**src/rtl/retire_stage_if.sv**
```systemverilog
// Retire-side bus between the ROB head and the retire stage, plus the shared ROB entry type.
// The ROB (or bench) drives through master; retire_stage consumes through slave.
package retire_stage_pkg;
    localparam int unsigned PR_W   = 6;
    localparam int unsigned XLEN_W = 32;

    typedef struct packed {
        logic              valid;
        logic              completed;
        logic              halt;
        logic              precise_state_need;
        logic [XLEN_W-1:0] target_pc;
        logic [4:0]        arch_reg;
        logic [PR_W-1:0]   told;
        logic [PR_W-1:0]   tnew;
    } rob_entry_packet_t;
endpackage

interface retire_stage_if #(
    parameter int unsigned CNT_W = 32
);
    retire_stage_pkg::rob_entry_packet_t [2:0]       rob_head_entry;
    logic [2:0]                                      retire_valid;
    logic [2:0]                                      fl_free_valid;
    logic [2:0][retire_stage_pkg::PR_W-1:0]          fl_free_pr;
    logic [2:0]                                      amt_we;
    logic [2:0][4:0]                                 amt_ar;
    logic [2:0][retire_stage_pkg::PR_W-1:0]          amt_pr;
    logic                                            BPRecoverEN;
    logic [retire_stage_pkg::XLEN_W-1:0]             recover_pc;
    logic                                            halt;
    logic [CNT_W-1:0]                                retired_count;

    modport master (
        output rob_head_entry,
        input  retire_valid, fl_free_valid, fl_free_pr, amt_we, amt_ar, amt_pr,
        input  BPRecoverEN, recover_pc, halt, retired_count
    );

    modport slave (
        input  rob_head_entry,
        output retire_valid, fl_free_valid, fl_free_pr, amt_we, amt_ar, amt_pr,
        output BPRecoverEN, recover_pc, halt, retired_count
    );
endinterface

```
**src/rtl/retire_stage.sv**
```systemverilog
// In-order commit of up to three ROB head entries (way 2 oldest), with free-list release,
// architectural map update, mispredict recovery pulse and sticky halt.
module retire_stage #(
    parameter int unsigned RETIRE_WIDTH = 3,
    parameter int unsigned PR_W         = retire_stage_pkg::PR_W,
    parameter int unsigned XLEN_W       = retire_stage_pkg::XLEN_W,
    parameter int unsigned CNT_W        = 32
) (
    input logic          clock,
    input logic          reset,
    retire_stage_if.slave bus
);
    typedef enum logic [1:0] {StRun, StRecover, StHalted} state_e;

    state_e                       state_q;
    logic                         bp_recover_q;
    logic [XLEN_W-1:0]            recover_pc_q;
    logic                         halt_q;
    logic [CNT_W-1:0]             count_q;

    logic [RETIRE_WIDTH-1:0]      commit;
    logic [RETIRE_WIDTH-1:0]      free_valid;
    logic [RETIRE_WIDTH-1:0]      map_we;
    logic [RETIRE_WIDTH-1:0][PR_W-1:0] free_pr;
    logic [RETIRE_WIDTH-1:0][4:0] map_ar;
    logic [RETIRE_WIDTH-1:0][PR_W-1:0] map_pr;
    logic                         chain;
    logic                         halt_hit;
    logic                         mp_hit;
    logic [XLEN_W-1:0]            mp_pc;
    logic [CNT_W-1:0]             commit_cnt;
    retire_stage_pkg::rob_entry_packet_t e;

    // Walk oldest to youngest; a blocked or serialising way stops the chain.
    always_comb begin
        commit     = '0;
        free_valid = '0;
        map_we     = '0;
        free_pr    = '0;
        map_ar     = '0;
        map_pr     = '0;
        halt_hit   = 1'b0;
        mp_hit     = 1'b0;
        mp_pc      = '0;
        e          = '0;
        commit_cnt = '0;
        chain      = (state_q == StRun);
        for (int i = RETIRE_WIDTH - 1; i >= 0; i--) begin
            e = bus.rob_head_entry[i];
            if (chain && e.valid && e.completed) begin
                commit[i]  = 1'b1;
                commit_cnt = commit_cnt + CNT_W'(1);
                free_pr[i] = e.told;
                map_ar[i]  = e.arch_reg;
                map_pr[i]  = e.tnew;
                if (!e.halt && e.arch_reg != 5'd0) begin
                    free_valid[i] = 1'b1;
                    map_we[i]     = 1'b1;
                end
                if (e.halt) begin
                    halt_hit = 1'b1;
                end else if (e.precise_state_need) begin
                    mp_hit = 1'b1;
                    mp_pc  = e.target_pc;
                end
                chain = !e.halt && !e.precise_state_need;
            end else begin
                chain = 1'b0;
            end
        end
    end

    always_ff @(posedge clock or negedge reset) begin
        if (!reset) begin
            state_q      <= StRun;
            bp_recover_q <= 1'b0;
            recover_pc_q <= '0;
            halt_q       <= 1'b0;
            count_q      <= '0;
        end else begin
            count_q <= count_q + commit_cnt;
            case (state_q)
                StRun: begin
                    if (halt_hit) begin
                        state_q <= StHalted;
                        halt_q  <= 1'b1;
                    end else if (mp_hit) begin
                        state_q      <= StRecover;
                        bp_recover_q <= 1'b1;
                        recover_pc_q <= mp_pc;
                    end
                end
                StRecover: begin
                    state_q      <= StRun;
                    bp_recover_q <= 1'b0;
                end
                StHalted: state_q <= StHalted;
                default:  state_q <= StRun;
            endcase
        end
    end

    assign bus.retire_valid  = commit;
    assign bus.fl_free_valid = free_valid;
    assign bus.fl_free_pr    = free_pr;
    assign bus.amt_we        = map_we;
    assign bus.amt_ar        = map_ar;
    assign bus.amt_pr        = map_pr;
    assign bus.BPRecoverEN   = bp_recover_q;
    assign bus.recover_pc    = recover_pc_q;
    assign bus.halt          = halt_q;
    assign bus.retired_count = count_q;
endmodule

```
**src/flat_wrapper.sv**
```systemverilog
// flat-port wrapper written by rule: the top's interface ports become plain ports
module retire_stage_flat 
#(
    parameter int unsigned RETIRE_WIDTH = 3,
    parameter int unsigned PR_W         = retire_stage_pkg::PR_W,
    parameter int unsigned XLEN_W       = retire_stage_pkg::XLEN_W,
    parameter int unsigned CNT_W        = 32
)
  (clock, reset, bus_rob_head_entry, bus_retire_valid, bus_fl_free_valid, bus_fl_free_pr, bus_amt_we, bus_amt_ar, bus_amt_pr, bus_BPRecoverEN, bus_recover_pc, bus_halt, bus_retired_count);
  retire_stage_if #(.CNT_W(CNT_W)) bus_i ();
  input logic clock;
  input logic reset;
  input wire logic [$bits(bus_i.rob_head_entry)-1:0] bus_rob_head_entry;
  output wire logic [$bits(bus_i.retire_valid)-1:0] bus_retire_valid;
  output wire logic [$bits(bus_i.fl_free_valid)-1:0] bus_fl_free_valid;
  output wire logic [$bits(bus_i.fl_free_pr)-1:0] bus_fl_free_pr;
  output wire logic [$bits(bus_i.amt_we)-1:0] bus_amt_we;
  output wire logic [$bits(bus_i.amt_ar)-1:0] bus_amt_ar;
  output wire logic [$bits(bus_i.amt_pr)-1:0] bus_amt_pr;
  output wire logic [$bits(bus_i.BPRecoverEN)-1:0] bus_BPRecoverEN;
  output wire logic [$bits(bus_i.recover_pc)-1:0] bus_recover_pc;
  output wire logic [$bits(bus_i.halt)-1:0] bus_halt;
  output wire logic [$bits(bus_i.retired_count)-1:0] bus_retired_count;
  assign bus_i.rob_head_entry = bus_rob_head_entry;
  assign bus_retire_valid = bus_i.retire_valid;
  assign bus_fl_free_valid = bus_i.fl_free_valid;
  assign bus_fl_free_pr = bus_i.fl_free_pr;
  assign bus_amt_we = bus_i.amt_we;
  assign bus_amt_ar = bus_i.amt_ar;
  assign bus_amt_pr = bus_i.amt_pr;
  assign bus_BPRecoverEN = bus_i.BPRecoverEN;
  assign bus_recover_pc = bus_i.recover_pc;
  assign bus_halt = bus_i.halt;
  assign bus_retired_count = bus_i.retired_count;
  retire_stage #(.RETIRE_WIDTH(RETIRE_WIDTH), .PR_W(PR_W), .XLEN_W(XLEN_W), .CNT_W(CNT_W)) u_core (.clock(clock), .reset(reset), .bus(bus_i));
endmodule
```
**config.mk**
```make
export PLATFORM = sky130hd
export DESIGN_NAME = retire_stage_flat
export DESIGN_NICKNAME = d
export VERILOG_FILES = /design/src/rtl/retire_stage_if.sv /design/src/rtl/retire_stage.sv /design/src/flat_wrapper.sv
export SDC_FILE = /design/constraint.sdc
export NUM_CORES = 1
export LEC_CHECK = 0
export ABC_AREA = 1
export BUFFER_PORTS_ARGS = -buffer_cell sky130_fd_sc_hd__buf_4
export CORE_MARGIN = 8
export CORE_UTILIZATION = 34
export CTS_CLUSTER_SIZE = 14
export DETAILED_ROUTE_END_ITERATION = 6
export PLACE_DENSITY = 0.66
export REMOVE_ABC_BUFFERS = 1
export SETUP_SLACK_MARGIN = 0.2
export SKIP_LAST_GASP = 1
export SYNTH_ARGS = -nofsm -noshare
export SYNTH_HDL_FRONTEND = slang
export SYNTH_SLANG_ARGS = --single-unit
```
**constraint.sdc**
```tcl
create_clock -name clock -period 4.25 [get_ports clock]
set_input_delay 1.275 -clock clock [delete_from_list [all_inputs] [get_ports clock]]
set_output_delay 1.275 -clock clock [all_outputs]
set_load 0.05 [all_outputs]
```
==> results of run 1 <==
==> power breakdown <==
| group | internal (mW) | switching [mW] | leakage, nW |
|---|---|---|---|
| combinational | 0.469 | 1.03 | 2.83 |
| clock | 0.469 | 0.285 | 0.144 |
| sequential | 0.828 | 0.130 | 0.883 |
| total | 1.77 | 1.44 | 3.86 |
==> synth_stat cells (2+ instances only) <==
cell type	n	area, um^2
xor2_1	11	96.3
ha_1	5	62.6
nand3b_1	7	52.6
buf_4	6	45.0
inv_2	5	18.8
or2_2	3	18.8
nand4_1	5	31.3
and2_0	25	156
xnor2_1	6	52.6
nor3_2	2	20.0
o21ai_0	3	15.0
buf_6	5	56.3
inv_1	86	323
dfrtp_1	68	1700
nand3_1	144	721
clkbuf_1	6	22.5
nand2_1	149	559
and2_1	4	25.0
nor2_1	96	360
nor3_1	15	75.1
buf_2	12	60.1
a311oi_1	2	17.5
nand2_2	4	25.0
==> cell usage in the layout, fill, tap and decap left out, drive strengths merged <==
cell type and instances:
clkbuf 10, xor2 11, a21oi 1, nand3b 7
nand2 153, bufinv 1, nor3 17, nand3 145
o21ai 4, buf 296, clkinv 3, dfrtp 68
and2 29, a311oi 2, inv 91, nand4 5
ha 5, clkinvlp 2, xnor2 6, or2 3
nor2 99, fa 1
==> flip-flops by register name (all words and copies together) (netlist names) <==
| register | count |
|---|---|
| u_core.bus.retired_count | 32 |
| u_core.bus.recover_pc | 32 |
| u_core.state_q | 2 |
| u_core.bus.BPRecoverEN | 1 |
| u_core.bus.halt | 1 |
==> cell type report <==
class                   instances  area [um^2]  share of cell area, %
repair buffers                296         2220                   31.0
inverters                      91          342                   4.76
multi-input cells             488         2380                   33.2
well taps                     176          220                   3.07
clock inverters                 6         63.8                  0.890
flip-flops and latches         68         1700                   23.7
clock buffers                  10          239                   3.33
==> worst max-delay path, delay by kind of cell <==
kind,cells,cell delay (ns)
buf+inv,4,0.68
simple gates,3,0.32
compound gates,1,0.28
==> kinds of logic after synthesis <==
logic type      after synthesis  share of synthesized area [%]
fa+ha+maj                     6                           1.80
xor+xnor                     17                           3.24
simple gates                458                           45.5
compound gates                7                          0.926
buf+inv                     120                           11.4
flops                        68                           37.0
==> per-layer routing <==
layer / part of all wire, % / GRT usage, % / vias up / wire length [um]
li1: - / - / 2676 / -
met1: 40 / 25.3 / 2424 / 7770
met2: 48 / 35.8 / 194 / 9230
met3: 11 / 10.3 / 14 / 2060
met4: 1.2 / 4.67 / 0 / 241
met5: 0 / 0 / - / 0
==> metrics by stage <==
| stage | util, % | setup TNS, ns | instance area, um^2 | worst slack [ns] | power (mW) |
|---|---|---|---|---|---|
| floorplan | - | -11.88 | 4410 | -1.58 | 1.87 |
| global placement | 51.8 | 0 | 6860 | 0.333 | 2.47 |
| detailed placement | 51.8 | 0 | 6860 | 0.282 | 2.48 |
| CTS | 54.1 | 0 | 7160 | 0.324 | 3.24 |
| global route | 54.1 | 0 | 7170 | 0.278 | 3.37 |
| finish | 54.1 | 0 | 7170 | 0.415 | 3.21 |
==> path summary, 6_finish.rpt <==
check                                               from                                     end  slack (ns)
max                              bus_rob_head_entry[156]                    bus_fl_free_valid[1]        0.42
min                          u_core.bus.halt$_DFFE_PN0P_             u_core.bus.halt$_DFFE_PN0P_        0.48
max reg2reg                u_core.state_q[1]$_DFFE_PN0P_  u_core.bus.retired_count[24]$_DFF_PN0_        1.31
min reg2reg                  u_core.bus.halt$_DFFE_PN0P_             u_core.bus.halt$_DFFE_PN0P_        0.48
max in group asynchronous                          reset    u_core.bus.recover_pc[9]$_DFFE_PN0P_        2.60
min in group asynchronous                          reset  u_core.bus.retired_count[15]$_DFF_PN0_        1.06
==> impl_results.md, run 1 <==
* Clock Skew at 0.00592 ns
* #FFs+latches synth at 68
* Final worst path period share at 90.2%
* First-pass GRT wire length at 30600 um
* Worst hold path cell count at 1
* CTS tree: built
* Synth Warn # at 0
* Critical Path Most Common Cell: buf_4
* Placed cells at 1119
* Share of layout cells above drive strength 1 at 34.8%
* Wire length per cell at 17.0 um
* # setup viols final at 0
* Row count at 42
* Register-to-Register Path Depth at 16
* Synth Area per Inst at 6.79 um^2
* Hold Crit Class: reg -> reg
* Initial antenna violation count at 0
* Die height at 132 um
* Antenna diodes at 0
* Core Box Area at 0.0132 mm^2
* Die width at 132 um
* Total gr overflow at 0
* Post-Syn Instances at 676
* Setup Buffers After CTS at 0
* TritonCTS Sinks at 68
* Post-route ant nets at 0
* Slowest-stage cell, CP: a311oi_2
* Max-slew headroom at 41.4%
* PortBufs at 286
* Die area at 0.0175 mm^2
* Peak VDD IR at 0.214 mV
* Run status: finished clean
* Worst-Skew Late Latency at 0.33 ns
* Hold WS at 0.476 ns
* 1st-pass router iterations at 5
* Vias in the first global route at 5438
* EDFF count, synth at 0
* Max Transition Viols Final at 0
* Final instance count without filler cells at 1135
* RSZ-0062 raised after global routing: false
* Gpl congestion at 0.860
* CTS HTree Levels at 3
* Worst Path Arrival at 2.56 ns
* Synth Cell Area at 0.00459 mm^2
* Req. time, crit path at 2.97 ns
* Crit path largest cell delay at 0.28 ns
* Initial Util at 34.7%
* Max Freq at 261 MHz
* Startpoint Class: input pin
* Slew @ Worst Pin at 0.879 ns
* Worst-path clk slew at 0.06 ns
* Total CTS buffers at 9
* DP HPWL at 15700 um
* Num ports at 287
* CP Capture Type: output port
* CTS resizes at 0
* Fin nets at 1121
* Residual DRC count at 0
* Clock Root Buffer: clkbuf_16
* PD cells at 448 mW/mm^2
* Min Clock Period, post-route at 3.83 ns
* Leading register cell type out of synthesis: dfrtp_1
* Max cap viols at 0
* Synth async-reset ratio at 100%
* Largest net degree at the start of global routing at 69
* Vias at 5308
* Critical path type: in -> out
* Synth cell types at 30
* P&R area growth vs syn at 56.1%
* Max Root-Sink Buffers at 2
* Leakage power at 3.86 nW
* Critical path cell sequence: buf_4 > inv_1 > nand2_1 > nor2_1 > nand2_1 > buf_4 > a311oi_2 > buf_4
* Final Hold Viols at 0
* Global Route Usage Sum at 21.8%
* Register area share after synthesis at 37.0%
* Fillers at 1366
* Initial DRC count at 305
* Hold-fix buffers, CTS at 0
* Critical-path maximum fanout at 18
* DRT Wirelength at 19300 um
* Vias per cell at 4.68
No activity file was read; power rests on OpenSTA's default activity.
==> run 2: changes to the inputs <==
--- a/config.mk
+++ b/config.mk
@@ -8,10 +8,10 @@
 export ABC_AREA = 1
 export BUFFER_PORTS_ARGS = -buffer_cell sky130_fd_sc_hd__buf_4
 export CORE_MARGIN = 8
-export CORE_UTILIZATION = 34
+export CORE_UTILIZATION = 44
 export CTS_CLUSTER_SIZE = 14
 export DETAILED_ROUTE_END_ITERATION = 6
-export PLACE_DENSITY = 0.66
+export PLACE_DENSITY = 0.82
 export REMOVE_ABC_BUFFERS = 1
 export SETUP_SLACK_MARGIN = 0.2
 export SKIP_LAST_GASP = 1
==> constraint.sdc (replaced) <==
create_clock -name clock -period 4.4 [get_ports clock]
set_input_delay 1.32 -clock clock [delete_from_list [all_inputs] [get_ports clock]]
set_output_delay 1.32 -clock clock [all_outputs]
set_load 0.05 [all_outputs]
==> impl_results.md, run 2 (synthesized netlist as in run 1, its figures left out) <==
* Num ports at 287
* Max Transition Viols Final at 0
* Largest net degree at the start of global routing at 69
* Hold Crit Class: reg -> reg
* Final Hold Viols at 0
* Clock Root Buffer: clkbuf_8
* Placed cell areas at 0.00680 mm^2
* CTS tree: built
* Commonest non-fill, non-tap cell in the layout: buf_4
* Die height at 118 um
* # setup viols final at 0
* PD cells at 425 mW/mm^2
* CP Capture Type: output port
* Worst-path clk slew at 0.08 ns
* First-pass GRT wire length at 29500 um
* Max Root-Sink Buffers at 2
* Max-slew headroom at 42.6%
* Vias per cell at 4.96
* CTS HTree Levels at 3
* DRT Wirelength at 18500 um
* Critical path type: in -> out
* Min Clock Period, post-route at 3.93 ns
* CTS resizes at 0
* Initial antenna violation count at 0
* Gpl congestion at 0.943
* Row count at 37
* Initial Util at 44.9%
* Max cap viols at 0
* Run status: finished clean
* P&R area growth vs syn at 53.4%
* Residual DRC count at 0
* Final Instance Area at 0.00705 mm^2
* Wire length per cell at 17.0 um
* Fillers at 929
* Critical-path maximum fanout at 18
* Global Route Usage Sum at 26.1%
* DP HPWL at 15000 um
* Vias at 5425
* Most frequent cells in the layout: buf_4, nand2_1, nand3_1
* Core Box Area at 0.0102 mm^2
* Post-route ant nets at 0
* Die area at 0.0140 mm^2
* Final WS setup at 0.467 ns
* Initial DRC count at 413
* Startpoint Class: input pin
* 1st-pass router iterations at 7
* Worst Path Arrival at 2.61 ns
* Final worst path period share at 89.4%
* Die width at 118 um
* Share of layout cells above drive strength 1 at 34.6%
* Setup Buffers After CTS at 0
* PortBufs at 286
* RSZ-0062 raised after global routing: false
* Leakage power at 3.83 nW
* Peak VDD IR at 0.271 mV
* Clock Skew at 0.0135 ns
* Hold WS at 0.478 ns
* Hold-fix buffers, CTS at 0
* Total gr overflow at 0
* Fin nets at 1120
* Worst-Skew Late Latency at 0.34 ns
* Final instance count without filler cells at 1094
* Antenna diodes at 0
* Setup TNS at 0 ns
* Placement Setup Slack at 0.436 ns
* Total CTS buffers at 9
* Vias in the first global route at 5418
* Placed cells at 1078
* Max Freq at 254 MHz
* Req. time, crit path at 3.08 ns
* Slew @ Worst Pin at 0.861 ns
* TritonCTS Sinks at 68
==> run 2: through the flow <==
step                      power [mW]  utilization [%]
after global placement          2.36             66.5
after floorplan                 1.80                -
after CTS                       3.02             68.9
final                           3.00             68.9
after detailed placement        2.38             66.5
after global routing            3.13             68.9
==> run 2: worst max-delay path, stage by stage <==
cell,delay (ns)
buf_4,0.12
inv_1,0.06
nand2_1,0.05
nor2_1,0.16
nand2_1,0.10
buf_4,0.21
a311oi_1,0.32
buf_4,0.27
==> run 2: cell type report <==
cell class	instances	area, um^2	share of cell area, %
multi-input cells	488	2370	33.6
clock buffers	10	138	1.95
inverters	91	342	4.85
clock inverters	6	111	1.58
well taps	136	170	2.41
repair buffers	295	2210	31.4
flip-flops and latches	68	1700	24.1
==> run 2: per-layer routing <==
metal / vias to the layer above / track usage, % / routed length [um]
met5: - / 0 / 0
met4: 0 / 5.28 / 241
met3: 16 / 10.1 / 1790
met2: 236 / 44.9 / 9380
met1: 2495 / 30.1 / 7130
li1: 2678 / - / -
==> run 2: final timing paths <==
check,slack [ns],from,depth (start not counted),end
min in group asynchronous,1.08,reset,1,u_core.bus.retired_count[23]$_DFF_PN0_
min,0.48,u_core.bus.halt$_DFFE_PN0P_,1,u_core.bus.halt$_DFFE_PN0P_
max reg2reg,1.52,u_core.state_q[1]$_DFFE_PN0P_,16,u_core.bus.retired_count[24]$_DFF_PN0_
max in group asynchronous,2.74,reset,1,u_core.bus.recover_pc[24]$_DFFE_PN0P_
max,0.47,bus_rob_head_entry[156],8,bus_fl_free_valid[1]
min reg2reg,0.48,u_core.bus.halt$_DFFE_PN0P_,1,u_core.bus.halt$_DFFE_PN0P_
==> run 2: where the power goes <==
group	total [mW]	switching, mW	internal [mW]
Combinational	1.44	0.989	0.452
Clock	0.641	0.249	0.392
Sequential	0.916	0.117	0.798
==> run 3: changes to the inputs <==
--- a/config.mk
+++ b/config.mk
@@ -5,16 +5,16 @@
 export SDC_FILE = /design/constraint.sdc
 export NUM_CORES = 1
 export LEC_CHECK = 0
-export ABC_AREA = 1
 export BUFFER_PORTS_ARGS = -buffer_cell sky130_fd_sc_hd__buf_4
 export CORE_MARGIN = 8
-export CORE_UTILIZATION = 44
+export CORE_UTILIZATION = 40
 export CTS_CLUSTER_SIZE = 14
 export DETAILED_ROUTE_END_ITERATION = 6
-export PLACE_DENSITY = 0.82
+export PLACE_DENSITY = 0.81
 export REMOVE_ABC_BUFFERS = 1
 export SETUP_SLACK_MARGIN = 0.2
 export SKIP_LAST_GASP = 1
 export SYNTH_ARGS = -nofsm -noshare
 export SYNTH_HDL_FRONTEND = slang
 export SYNTH_SLANG_ARGS = --single-unit
+export TNS_END_PERCENT = 5
==> impl_results.md, run 3 <==
* CTS tree: built
* Worst Path Arrival at 2.77 ns
* 1st-pass router iterations at 4
* Crit path launch: bus_rob_head_entry[155]
* Die width at 112 um
* Final Hold Viols at 0
* Synth Warn # at 0
* Initial antenna violation count at 0
* Gpl congestion at 0.886
* Total CTS buffers at 9
* Fillers at 702
* DRT Wirelength at 15600 um
* Fin nets at 854
* Leading register cell type out of synthesis: dfrtp_1
* First-pass GRT wire length at 23800 um
* P&R area growth vs syn at 66.7%
* Hold Crit Class: reg -> reg
* Crit path largest cell delay at 0.23 ns
* Die height at 112 um
* Critical Path Most Common Cell: buf_4
* Worst-path clk slew at 0.07 ns
* Min-delay src: u_core.bus.halt$_DFFE_PN0P_
* Largest net degree at the start of global routing at 69
* RSZ-0062 raised after global routing: false
* Share of layout cells above drive strength 1 at 46.1%
* Max Transition Viols Final at 0
* Antenna diodes at 0
* Leakage power at 3.29 nW
* Slew @ Worst Pin at 0.905 ns
* Synth Area per Inst at 9.19 um^2
* # setup viols final at 0
* Total power at 2.75 mW
* Commonest non-fill, non-tap cell in the layout: buf_4
* Peak VDD IR at 0.226 mV
* DP HPWL at 12500 um
* Worst-Skew Late Latency at 0.34 ns
* Num ports at 287
* Most area-consuming cells after synthesis: dfrtp_1, and2_1, a22oi_1, a31oi_1, nand2_1
* Vias at 4177
* Most frequent cells in the layout: buf_4, dfrtp_1, and2_1
* Top post-synthesis cells by count: dfrtp_1, and2_1, nand2_1, nor2_1
* Reg2Reg Launch Point: u_core.state_q[0]$_DFFE_PN0P_
* Req. time, crit path at 3.08 ns
* Critical-path maximum fanout at 18
* Initial DRC count at 424
* Count leader, synth: dfrtp_1
* Die area at 0.0126 mm^2
* Register area share after synthesis at 45.7%
* Slowest-stage cell, CP: nand4bb_1
* Min Clock Period, post-route at 4.09 ns
* PortBufs at 286
* Initial Util at 40.7%
* EDFF count, synth at 0
* Synth async-reset ratio at 100%
* Area share of the largest cell type after synthesis at 45.7%
* PD cells at 443 mW/mm^2
* Max cap viols at 0
* Max-slew headroom at 39.5%
* Global Route Usage Sum at 23.6%
* Residual DRC count at 0
* #FFs+latches synth at 68
* Core Box Area at 0.00915 mm^2
* Final worst path period share at 93.0%
* CTS HTree Levels at 3
* CP Capture Type: output port
* Total gr overflow at 0
* Vias in the first global route at 4549
* Max Freq at 244 MHz
* Placed cell areas at 0.00596 mm^2
* TritonCTS Sinks at 68
* Vias per cell at 5.20
* Setup TNS at 0 ns
* Crit path buf inv count at 4
* Final Instance Area at 0.00621 mm^2
* Run status: finished clean
* Critical path cell sequence: buf_4 > nand4bb_1 > nor2_2 > nand3b_1 > inv_1 > buf_4 > and2_1 > buf_4
* Post-Syn Instances at 405
* Critical path type: in -> out
* Max Root-Sink Buffers at 2
* Hold-fix buffers, CTS at 0
* Synth cell types at 39
* Wire length per cell at 19.4 um
* Clock Root Buffer: clkbuf_8
* Clock Skew at 0.0151 ns
* Startpoint Class: input pin
* Synth Cell Area at 0.00372 mm^2
* FF-to-FF setup slack at 1.12 ns
* Crit-path leading delay family: simple AND/OR/NAND/NOR gates
* Post-route ant nets at 0
* Largest area contributor in the netlist: dfrtp_1
* Row count at 35
## run 3: changes by cell type after synthesis, sizes merged, moves of 12 or more
cell,before,now
and2,29,52
xnor2,6,20
nor2,99,41
a31oi,0,32
nor3,17,5
nand2,153,47
clkbuf,6,19
buf,23,7
inv,91,10
nand3,145,11
a22oi,0,32
## run 3: worst register-to-register path, delay by kind of cell (launching register included)
kind / cells / cell delay (ns)
AOI/OAI and AO/OA: 1 / 0.26
xor gates and xnor gates: 2 / 0.33
adders and majority gates: 3 / 0.88
buffers and inverters: 3 / 0.24
DFF: 1 / 0.41
and+or+nand+nor: 5 / 1.09
## run 3: logic make-up after synthesis
| kind of cell | after synthesis | synth area share [%] |
|---|---|---|
| xor+xnor | 31 | 7.29 |
| buf+inv | 36 | 4.07 |
| fa+ha+maj | 6 | 2.22 |
| flops | 68 | 45.7 |
| compound gates | 77 | 13.9 |
| simple gates | 187 | 26.8 |
## run 3: where the power goes
part,switching (mW),total [mW],leakage (nW),internal (mW)
logic,0.837,1.28,2.28,0.447
registers,0.114,0.895,0.904,0.781
clock network,0.234,0.571,0.110,0.337
## run 3: stage by stage
stage / hold WS (ns) / instances / worst slack, ns / util (%)
detailed placement: 0.459 / 785 / 0.224 / 65.1
floorplan: 0.413 / 379 / -2.03 / -
CTS: 0.481 / 801 / 0.270 / 67.6
finish: 0.478 / 803 / 0.306 / 67.8
global placement: 0.452 / 785 / 0.315 / 65.1
global route: 0.492 / 803 / 0.190 / 67.8
## run 3: final timing paths
path / to / cells after the start
setup / recovery: bus_fl_free_pr[0] / 8
hold / removal: u_core.bus.halt$_DFFE_PN0P_ / 1
setup reg to reg: u_core.bus.retired_count[14]$_DFF_PN0_ / 14
hold reg to reg: u_core.bus.halt$_DFFE_PN0P_ / 1
max in group asynchronous: u_core.bus.retired_count[5]$_DFF_PN0_ / 1
min in group asynchronous: u_core.bus.retired_count[14]$_DFF_PN0_ / 1
## run 3: cell type report
cell class	count	area, um^2	share of cell area [%]
Sequential cell	68	1700	27.4
Multi-Input combinational cell	301	1870	30.2
Inverter	10	37.5	0.605
Timing Repair Buffer	297	2230	35.9
Clock buffer	11	141	2.28
Clock inverter	5	85.1	1.37
Tap cell	111	139	2.24
## run 3: repair_timing
action                                  CTS  global route
endpoints found under the setup margin    0            17
resized for setup                         0             1
setup buffers                             0             2
## run 3: layer usage
metal  wire, um  track usage (%)
met4        303             7.55
met3       1440             8.91
met2       8290             43.6
met5          0                0
met1       5530             23.8
